`config.mk`:
```
export PLATFORM = sky130hd
export DESIGN_NAME = m_lsu_wbuf_flat
export DESIGN_NICKNAME = d
export VERILOG_FILES = /design/src/rtl/m_lsu_wbuf_if.sv /design/src/rtl/m_lsu_wbuf.sv /design/src/flat_wrapper.sv
export SDC_FILE = /design/constraint.sdc
export NUM_CORES = 1
export LEC_CHECK = 0
export BUFFER_PORTS_ARGS = -buffer_cell sky130_fd_sc_hd__buf_2
export CORE_MARGIN = 3
export CORE_UTILIZATION = 55
export DETAILED_ROUTE_END_ITERATION = 8
export PLACE_DENSITY = 0.87
export SLEW_MARGIN = 15
export SYNTH_ARGS = -nofsm -noshare
export SYNTH_HDL_FRONTEND = slang
export SYNTH_SLANG_ARGS = --single-unit
```
`constraint.sdc`:
```
create_clock -name Clk -period 17.25 [get_ports Clk]
set_input_delay 0.8625 -clock Clk [delete_from_list [all_inputs] [get_ports Clk]]
set_output_delay 0.8625 -clock Clk [all_outputs]
set_load 0.03 [all_outputs]
```
`src/rtl/m_lsu_wbuf_if.sv`:
```
`default_nettype none
// ============================================================================
// Module      : m_lsu_wbuf_if
// Description : req/ack data-bus bundle between the M-stage LSU and memory.
// Revision    : 1.0 - initial release
// ============================================================================
interface m_lsu_wbuf_if #(
  parameter int ADDR_W = 32
) ();
  logic              bus_req;
  logic              bus_we;
  logic [ADDR_W-1:0] bus_addr;
  logic [3:0]        bus_byteen;
  logic [31:0]       bus_wdata;
  logic              bus_ack;
  logic [31:0]       bus_rdata;

  modport master (
    output bus_req, bus_we, bus_addr, bus_byteen, bus_wdata,
    input  bus_ack, bus_rdata
  );

  modport slave (
    input  bus_req, bus_we, bus_addr, bus_byteen, bus_wdata,
    output bus_ack, bus_rdata
  );
endinterface
`default_nettype wire

```
`src/rtl/m_lsu_wbuf.sv`:
```
`default_nettype none
// ============================================================================
// Module      : m_lsu_wbuf
// Description : M-stage load/store unit with posted write buffer and req/ack
//               bus. Optional store merging into the tail: WBUF_MERGE_EN.
// Revision    : 1.0 - initial release
// ============================================================================
module m_lsu_wbuf #(
  parameter int DEPTH  = 4,
  parameter int ADDR_W = 32
) (
  input  logic              Clk,
  input  logic              Rst,
  input  logic              Flush,
  input  logic              Op_valid,
  input  logic              Op_ld,
  input  logic              Op_st,
  input  logic [1:0]        Size,
  input  logic              Sign,
  input  logic [ADDR_W-1:0] Addr,
  input  logic [31:0]       WData,
  output logic              Stall,
  output logic [31:0]       RData,
  output logic              ExcAdEL,
  output logic              ExcAdES,
  output logic              Buf_empty,
  m_lsu_wbuf_if.master      bus
);
  localparam int c_PTR_W = $clog2(DEPTH);
  localparam int c_CNT_W = c_PTR_W + 1;
  localparam int c_WA_W  = ADDR_W - 2;

  typedef enum logic [1:0] {S_IDLE = 2'd0, S_RD = 2'd1, S_WR = 2'd2} state_t;
  state_t r_state, w_state_nxt;

  logic [c_WA_W-1:0]  r_addr [DEPTH];
  logic [3:0]         r_be   [DEPTH];
  logic [31:0]        r_data [DEPTH];
  logic [DEPTH-1:0]   r_vld;
  logic [c_PTR_W-1:0] r_head, r_tail;
  logic [c_CNT_W-1:0] r_count;
  logic               r_rd_done, r_rd_kill;
  logic [31:0]        r_rdata;
  logic [c_WA_W-1:0]  r_rd_addr;
  logic [3:0]         r_rd_be;

  logic [c_WA_W-1:0]  w_word;
  logic [c_PTR_W-1:0] w_last;
  logic               w_mis, w_act, w_ld, w_st, w_hit, w_pop, w_full;
  logic               w_merge, w_push, w_rd_go;
  logic [3:0]         w_be;
  logic [31:0]        w_wdat, w_shift, w_ext;
  logic               w_req, w_we;
  logic [ADDR_W-1:0]  w_baddr;
  logic [3:0]         w_bbe;
  logic [31:0]        w_bwd;

  assign w_word = Addr[ADDR_W-1:2];
  assign w_mis  = ((Size == 2'd1) && Addr[0]) || (Size[1] && (Addr[1:0] != 2'b00));
  assign w_act  = Op_valid & ~Flush & ~Rst;
  assign w_ld   = w_act & Op_ld & ~w_mis;
  assign w_st   = w_act & Op_st & ~w_mis;

  assign ExcAdEL = w_act & Op_ld & w_mis;
  assign ExcAdES = w_act & Op_st & w_mis;

  always_comb begin
    w_be   = 4'b1111;
    w_wdat = WData;
    case (Size)
      2'd0: begin
        w_be   = 4'b0001 << Addr[1:0];
        w_wdat = {4{WData[7:0]}};
      end
      2'd1: begin
        w_be   = Addr[1] ? 4'b1100 : 4'b0011;
        w_wdat = {2{WData[15:0]}};
      end
      default: ;
    endcase
  end

  // Aligned accesses only: shifting by the byte offset lines the datum up at bit 0.
  always_comb begin
    w_shift = bus.bus_rdata >> {Addr[1:0], 3'b000};
    w_ext   = w_shift;
    case (Size)
      2'd0:    w_ext = {{24{Sign & w_shift[7]}}, w_shift[7:0]};
      2'd1:    w_ext = {{16{Sign & w_shift[15]}}, w_shift[15:0]};
      default: ;
    endcase
  end

  always_comb begin
    w_hit = 1'b0;
    for (int i = 0; i < DEPTH; i++) begin
      if (r_vld[i] && (r_addr[i] == w_word)) w_hit = 1'b1;
    end
  end

  assign w_pop  = (r_state == S_WR) & bus.bus_ack;
  assign w_full = (r_count == c_CNT_W'(DEPTH));
  assign w_last = r_tail - c_PTR_W'(1);

`ifdef WBUF_MERGE_EN
  // The head being written on the bus must not change under the transaction.
  assign w_merge = w_st && r_vld[w_last] && (r_addr[w_last] == w_word) &&
                   !((r_state == S_WR) && (w_last == r_head));
`else
  assign w_merge = 1'b0;
`endif

  assign w_push  = w_st & ~w_merge & (~w_full | w_pop);
  assign w_rd_go = w_ld & ~w_hit & ~r_rd_done;

  assign Stall     = (w_st & ~w_merge & w_full & ~w_pop) | (w_ld & ~r_rd_done);
  assign Buf_empty = (r_count == '0) | Rst;
  assign RData     = r_rdata;

  always_ff @(posedge Clk) begin
    if (Rst) r_state <= S_IDLE;
    else     r_state <= w_state_nxt;
  end

  always_comb begin
    w_state_nxt = r_state;
    w_req       = 1'b0;
    w_we        = 1'b0;
    w_baddr     = '0;
    w_bbe       = 4'b0000;
    w_bwd       = 32'd0;
    case (r_state)
      S_IDLE: begin
        if (w_rd_go)              w_state_nxt = S_RD;
        else if (r_count != '0)   w_state_nxt = S_WR;
      end
      S_RD: begin
        w_req   = 1'b1;
        w_baddr = {r_rd_addr, 2'b00};
        w_bbe   = r_rd_be;
        if (bus.bus_ack) w_state_nxt = S_IDLE;
      end
      S_WR: begin
        w_req   = 1'b1;
        w_we    = 1'b1;
        w_baddr = {r_addr[r_head], 2'b00};
        w_bbe   = r_be[r_head];
        w_bwd   = r_data[r_head];
        if (bus.bus_ack) w_state_nxt = S_IDLE;
      end
      default: w_state_nxt = S_IDLE;
    endcase
  end

  assign bus.bus_req    = w_req & ~Rst;
  assign bus.bus_we     = w_we;
  assign bus.bus_addr   = w_baddr;
  assign bus.bus_byteen = w_bbe;
  assign bus.bus_wdata  = w_bwd;

  always_ff @(posedge Clk) begin
    if (Rst) begin
      r_head    <= '0;
      r_tail    <= '0;
      r_count   <= '0;
      r_vld     <= '0;
      r_rd_done <= 1'b0;
      r_rd_kill <= 1'b0;
      r_rdata   <= 32'd0;
      r_rd_addr <= '0;
      r_rd_be   <= 4'b0000;
      for (int i = 0; i < DEPTH; i++) begin
        r_addr[i] <= '0;
        r_be[i]   <= 4'b0000;
        r_data[i] <= 32'd0;
      end
    end else begin
      // Pop before push so a same-edge refill of a full buffer keeps its valid bit.
      if (w_pop) begin
        r_vld[r_head] <= 1'b0;
        r_head        <= r_head + c_PTR_W'(1);
      end
      if (w_push) begin
        r_vld[r_tail]  <= 1'b1;
        r_addr[r_tail] <= w_word;
        r_be[r_tail]   <= w_be;
        r_data[r_tail] <= w_wdat;
        r_tail         <= r_tail + c_PTR_W'(1);
      end
      if (w_merge) begin
        r_be[w_last] <= r_be[w_last] | w_be;
        for (int b = 0; b < 4; b++) begin
          if (w_be[b]) r_data[w_last][8*b +: 8] <= w_wdat[8*b +: 8];
        end
      end
      r_count <= r_count + c_CNT_W'(w_push) - c_CNT_W'(w_pop);

      if ((r_state == S_IDLE) && (w_state_nxt == S_RD)) begin
        r_rd_addr <= w_word;
        r_rd_be   <= w_be;
      end

      if (r_state == S_RD) begin
        if (bus.bus_ack)  r_rd_kill <= 1'b0;
        else if (Flush)   r_rd_kill <= 1'b1;
      end

      if ((r_state == S_RD) && bus.bus_ack && !r_rd_kill && !Flush) begin
        r_rd_done <= 1'b1;
        r_rdata   <= w_ext;
      end else if (Flush || (Op_valid && !Stall)) begin
        r_rd_done <= 1'b0;
      end
    end
  end
endmodule
`default_nettype wire

```
`src/flat_wrapper.sv`:
```
// flat-port wrapper written by rule: the top's interface ports become plain ports
module m_lsu_wbuf_flat 
#(
  parameter int DEPTH  = 4,
  parameter int ADDR_W = 32
)
  (Clk, Rst, Flush, Op_valid, Op_ld, Op_st, Size, Sign, Addr, WData, Stall, RData, ExcAdEL, ExcAdES, Buf_empty, bus_bus_req, bus_bus_we, bus_bus_addr, bus_bus_byteen, bus_bus_wdata, bus_bus_ack, bus_bus_rdata);
  m_lsu_wbuf_if #(.ADDR_W(ADDR_W)) bus_i ();
  input  logic Clk;
  input  logic Rst;
  input  logic Flush;
  input  logic Op_valid;
  input  logic Op_ld;
  input  logic Op_st;
  input  logic [1:0] Size;
  input  logic Sign;
  input  logic [ADDR_W-1:0] Addr;
  input  logic [31:0] WData;
  output logic Stall;
  output logic [31:0] RData;
  output logic ExcAdEL;
  output logic ExcAdES;
  output logic Buf_empty;
  output wire logic [$bits(bus_i.bus_req)-1:0] bus_bus_req;
  output wire logic [$bits(bus_i.bus_we)-1:0] bus_bus_we;
  output wire logic [$bits(bus_i.bus_addr)-1:0] bus_bus_addr;
  output wire logic [$bits(bus_i.bus_byteen)-1:0] bus_bus_byteen;
  output wire logic [$bits(bus_i.bus_wdata)-1:0] bus_bus_wdata;
  input wire logic [$bits(bus_i.bus_ack)-1:0] bus_bus_ack;
  input wire logic [$bits(bus_i.bus_rdata)-1:0] bus_bus_rdata;
  assign bus_bus_req = bus_i.bus_req;
  assign bus_bus_we = bus_i.bus_we;
  assign bus_bus_addr = bus_i.bus_addr;
  assign bus_bus_byteen = bus_i.bus_byteen;
  assign bus_bus_wdata = bus_i.bus_wdata;
  assign bus_i.bus_ack = bus_bus_ack;
  assign bus_i.bus_rdata = bus_bus_rdata;
  m_lsu_wbuf #(.DEPTH(DEPTH), .ADDR_W(ADDR_W)) u_core (.Clk(Clk), .Rst(Rst), .Flush(Flush), .Op_valid(Op_valid), .Op_ld(Op_ld), .Op_st(Op_st), .Size(Size), .Sign(Sign), .Addr(Addr), .WData(WData), .Stall(Stall), .RData(RData), .ExcAdEL(ExcAdEL), .ExcAdES(ExcAdES), .Buf_empty(Buf_empty), .bus(bus_i));
endmodule
```
* After elaboration in Yosys (flattened, before gate mapping)
Memories as Yosys holds them, arrays and structs flattened. A register that Yosys moved wholly into a read port is not among the register bits.
Cells that the tools add are included.
** Operators by class
- Shifts and indexed selects :: 2
- Magnitude comparators :: 4
- Add/subtract/negate cells :: 4
- Bitwise logic cells :: 31
- Equality and inequality tests :: 9
- Muxes and demuxes :: 48
- Reductions and logical operators :: 30
** Operators with widths (count)
- 32-bit one-hot mux with 2 select lines :: 3
- 30-bit == test :: 4
- 32-bit 2-to-1 mux :: 2
- 32-bit OR reduction :: 1
- 32-bit by 5-bit >> shifter with 32-bit output :: 1
- 30-bit 2-to-1 mux :: 1
- 30-bit OR reduction :: 1
- 2-bit 2-to-1 mux :: 12
- 1-bit 2-to-1 mux :: 20
- 4-bit 2-to-1 mux :: 5
- 1-bit AND :: 18
- 4-bit one-hot mux with 2 select lines :: 2
- 1-bit logical AND :: 13
- 1-bit NOT :: 7
- 2-bit by 1-bit == test with 1-bit output (second input constant) :: 3
- 2-bit by 3-bit less-than comparator with 1-bit output (second input constant) :: 2
- 2-bit nonzero test :: 3
- 2-bit by 1-bit adder with 2-bit output (second input constant) :: 2
- 4-bit AND :: 1
- 1-bit demux with 2-bit select :: 2
- 2-bit by 1-bit >= comparator with 1-bit output (second input constant) :: 2
- 2-bit zero test :: 2
- 4-bit NOT :: 1
- 4-bit bitwise OR :: 1
- 14 further kinds :: 19
** Storage, ports and cells
- Register bits :: 81
- Word-level logic and storage cells :: 141
- Input bits :: 106
- Memories kept :: 3
- Output and inout bits :: 106
- RAM bits :: 264
** Memories
- u_core.r_data :: words 4, width 32, rd ports 1, clocked after Yosys merged registers in 1, wr ports 4, line m_lsu_wbuf.sv:38 : logic [31:0] r_data [DEPTH];
- u_core.r_addr :: words 4, width 30, rd ports 5, clocked after Yosys merged registers in 1, wr ports 4, line m_lsu_wbuf.sv:36 : logic [c_WA_W-1:0] r_addr [DEPTH];
- u_core.r_be :: words 4, width 4, rd ports 1, clocked after Yosys merged registers in 1, wr ports 4, line m_lsu_wbuf.sv:37 : logic [3:0] r_be [DEPTH];

* Logic depth before layout (Yosys ltp)
An unclocked memory read counts as a cell.
- Depth in word-level cells :: 14
- Gate-level depth with buffers :: 13
- Depth with buffers taken out :: 11

* Least setup slack after synthesis
Ideal clock, no wire load.
- Path kind :: input-to-reg
- From :: input port Addr[0]
- To :: memory u_core.r_addr[3][0] (netlist bit) (enable)
- Setup slack :: 9942 ps
- Buffers on the path :: 2
- Library setup time :: 588 ps
- Cell stages on the path :: 6
- Data required time :: 16662 ps
- Arrival time :: 6720 ps
- Cell sequence :: buf_2 -> a21o_1 -> o21ai_2 -> nand4_1 -> clkbuf_1 -> o31ai_1
** RTL lines
- start: declaration :: line flat_wrapper.sv:17 : input logic [ADDR_W-1:0] Addr;
- end: declaration :: line m_lsu_wbuf.sv:36

==> impl_results.md <==
* Status: finished clean
* Global router's overall resource usage at 0.276
* Max Root-Sink Buffers at 3
* Syn_area_per_cell at 11.7 sq um
* Reg clk slew, reported paths at roughly 0.06 ns
* CP Capture Type: register
* Final setup fails at 0
* GRT Residual Overflow at 0
* Cell mode on critical path: buf_4
* Mapped cell area at 0.0176 sq mm
* Worst Path Arrival at 4.19 ns
* Fraction of layout cells with a size suffix above 1 at 0.231
* Post-synth EDFFs at 264
* Initial antenna violation count at 2
* Layout area overhead at 13.5%
* FF-to-FF End: u_core.r_data[2][5]
* Share of flip-flops with an asynchronous set or reset at 0
* Top delay family on crit path: buffers and inverters
* Final Worst Setup Slack at roughly 13 ns
* #FFs+latches synth at around 350
* Pre-antenna DRT Iters at 6
* First-pass GRT wire length at 72.7 mm
* Initial DRC count at 1493
* RD Place Congestion at 0.895
* Max cap viols at 0
* Nets at 1760
* Die H at 185 um
* Maximum VDD drop at 0.100 mV
* RSZ-0062 raised after global routing: false
* Number of setup buffers added after CTS at 0
* Post-synth top area cell: edfxtp_1
* Vias per cell at 6.14
* Max-slew headroom at 0.245
* Least-Margin Pin Slew at 1.12 ns
* Clock Sinks at 347
* Worst r2r src: u_core.r_state[0]
* Cell Rows at 64
* Vias in the first global route at roughly 13000
* Cts hold-fix bufs at 0
* Place WS at 12.53 ns
* CP Class: in -> reg
* Overall routed net length at 47.4 mm
* Core Area at 0.0311 sq mm
* Total design power at about 2.1 mW
* Cell Pwr Density at 104 mW/mm^2
* Cts bufs inserted at 36
* TNS Setup at 0 ns
* CP required at 17.39 ns
* Worst R2R Setup Slack at 13.42 ns
* Top-count cell post-synth: edfxtp_1
* Post_cts resized at 0
* CTS Root Cell: clkbuf_16
* Yosys cell types at 46
* CP Buf/Inv Count at 6
* I/O pins at ~210
* Worst-path maximum fanout at 55
* Inst Count DP at 1997
* Final Non-Filler Cells at 2064
* Worst Hold Class: reg -> reg
* Hold path endpoint: u_core.r_rd_addr[0]
* DR WL/cell at 23.0 um
* Syn. warnings at 0
* Minimum clock period at 4.05 ns
* Final-report max-slew violation count at 0
* Port buffer count at around 210
* CTS tree: done
* Crit start category: input port
* Clock skew at 0.0218 ns
* Clk_lat worst skew at ~0.53 ns
* Synth area leaders: edfxtp_1, dfxtp_1, mux4_2, and2_1, xnor2_1
* Largest net degree at the start of global routing at 92
* Die width at between 150 and 200 um
* Starting Density at 0.566
* Hold_sp: u_core.r_rd_addr[0]
* DP Wirelength at between 30 and 40 mm
* CP Cell Sequence: buf_2 -> a21o_1 -> o21ai_2 -> nand4_1 -> buf_4 -> inv_1 -> buf_4 -> nand3_1 -> buf_4 -> nand2_2 -> buf_4
* Maximum clock frequency at 247 MHz
* Mapped Cells at 1498
* Most instantiated cells after synthesis: edfxtp_1, and2_1, nand2_1, nor2_1, xnor2_1
* Slowest cell on crit path: buf_4
* Detailed-route DRC error count at 0
* Sequential share of the synthesized area at 0.546
* Final Hold Fails at 0
* Hold Crit Depth at 2
* Final period utilization at 0.235
* DIE AREA at 0.0341 sq mm
* Synth Flop Type: edfxtp_1
* H-tree level count at 2
* Via Count at between 10000 and 15000
* Post-route ant nets at 0
* Leakage power at 7.57 nW
* Largest stage delay, worst path at 0.70 ns
* R2R cell count at 12
* Top cell type's share of synthesized area at 0.451
-- sequential cells by signal, indices dropped and copies added (netlist names), 3 cells and up, named ones only --
signal and count:
u_core.r_rd_addr 30, u_core.r_addr 120, u_core.RData 32, u_core.r_count 3, u_core.r_vld 4, u_core.r_rd_be 4
u_core.r_be 16, u_core.r_data 128
-- per-layer routing --
metal / GRT usage / up-vias / wire, um
li1: - / 5534 / -
met1: 0.365 / 6113 / 17600
met2: 0.448 / 859 / 22700
met3: 0.0527 / 166 / 4870
met4: 0.122 / 2 / 2260
met5: 0 / - / 7
-- through the flow --
stage               hold slack, ns  cell area, sq um   util
floorplan                    0.435             17600      -
global placement             0.442             18800  0.604
detailed placement           0.447             18800  0.604
CTS                          0.458             19900  0.642
global route                 0.483             20000  0.642
finish                       0.459             20000  0.642
-- power breakdown --
part	switching (mW)	internal (mW)	leakage, nW
Sequential	0.0262	0.932	3.40
Clock	0.322	0.456	0.582
Combinational	0.214	0.133	3.59
-- placed cells by master (no fill, tap or decap), drive strengths merged, types with 14 or more instances in the layout --
cell type / n
buf: 228
nand4: 28
mux2i: 56
dfxtp: 83
nand2: 151
nor2b: 44
a21oi: 42
ha: 14
mux4: 66
and2: 185
edfxtp: 264
nor2: 120
xnor2: 111
clkbuf: 50
o21ai: 47
mux2: 18
inv: 33
a22oi: 35
-- worst reg2reg max path: stages (launching register included) --
cell     delay (ns)
dfxtp_1        0.34
inv_1          0.11
ha_2           0.19
nand2_1        0.10
nand3_1        0.12
nand4_1        0.10
buf_4          0.26
inv_1          0.15
buf_4          0.51
nand3_1        0.15
buf_4          0.28
nand2_2        0.39
buf_4          0.71
-- how the worst max path moves through the flow --
stage / start / to / slack, ns / cells past startpoint
5_1_grt: Addr[0] / u_core.r_data[2][6] / 12.99 / 11
4_1_cts: Addr[0] / u_core.r_data[1][6] / 13.10 / 9
2_1_floorplan: Addr[0] / u_core.r_addr[3][0] / 9.94 / 6
3_5_place_dp: Addr[0] / u_core.r_addr[1][11] / 12.53 / 9
3_3_place_gp: Addr[0] / u_core.r_addr[1][16] / 12.66 / 9
6_report: Addr[0] / u_core.r_data[2][5] / 13.20 / 11
-- area by class of cell --
cell class / count / area [sq um]
diodes: 1 / 2.50
clock buffers: 50 / 1050
clock inverters: 16 / 135
fillers: 2163 / 11100
inverters: 31 / 116
multi-input cells: 995 / 7370
flip-flops and latches: 347 / 9590
well taps: 396 / 495
repair buffers: 228 / 1190
-- cell families after synthesis --
group                      synth area share
AOI/OAI and AO/OA                    0.0541
xor gates and xnor gates             0.0613
adders and majority gates            0.0111
buffers and inverters                0.0380
DFF                                   0.546
muxes                                 0.128
other                              0.000213
and+or+nand+nor                       0.162
(Power assumes the default switching activity.)
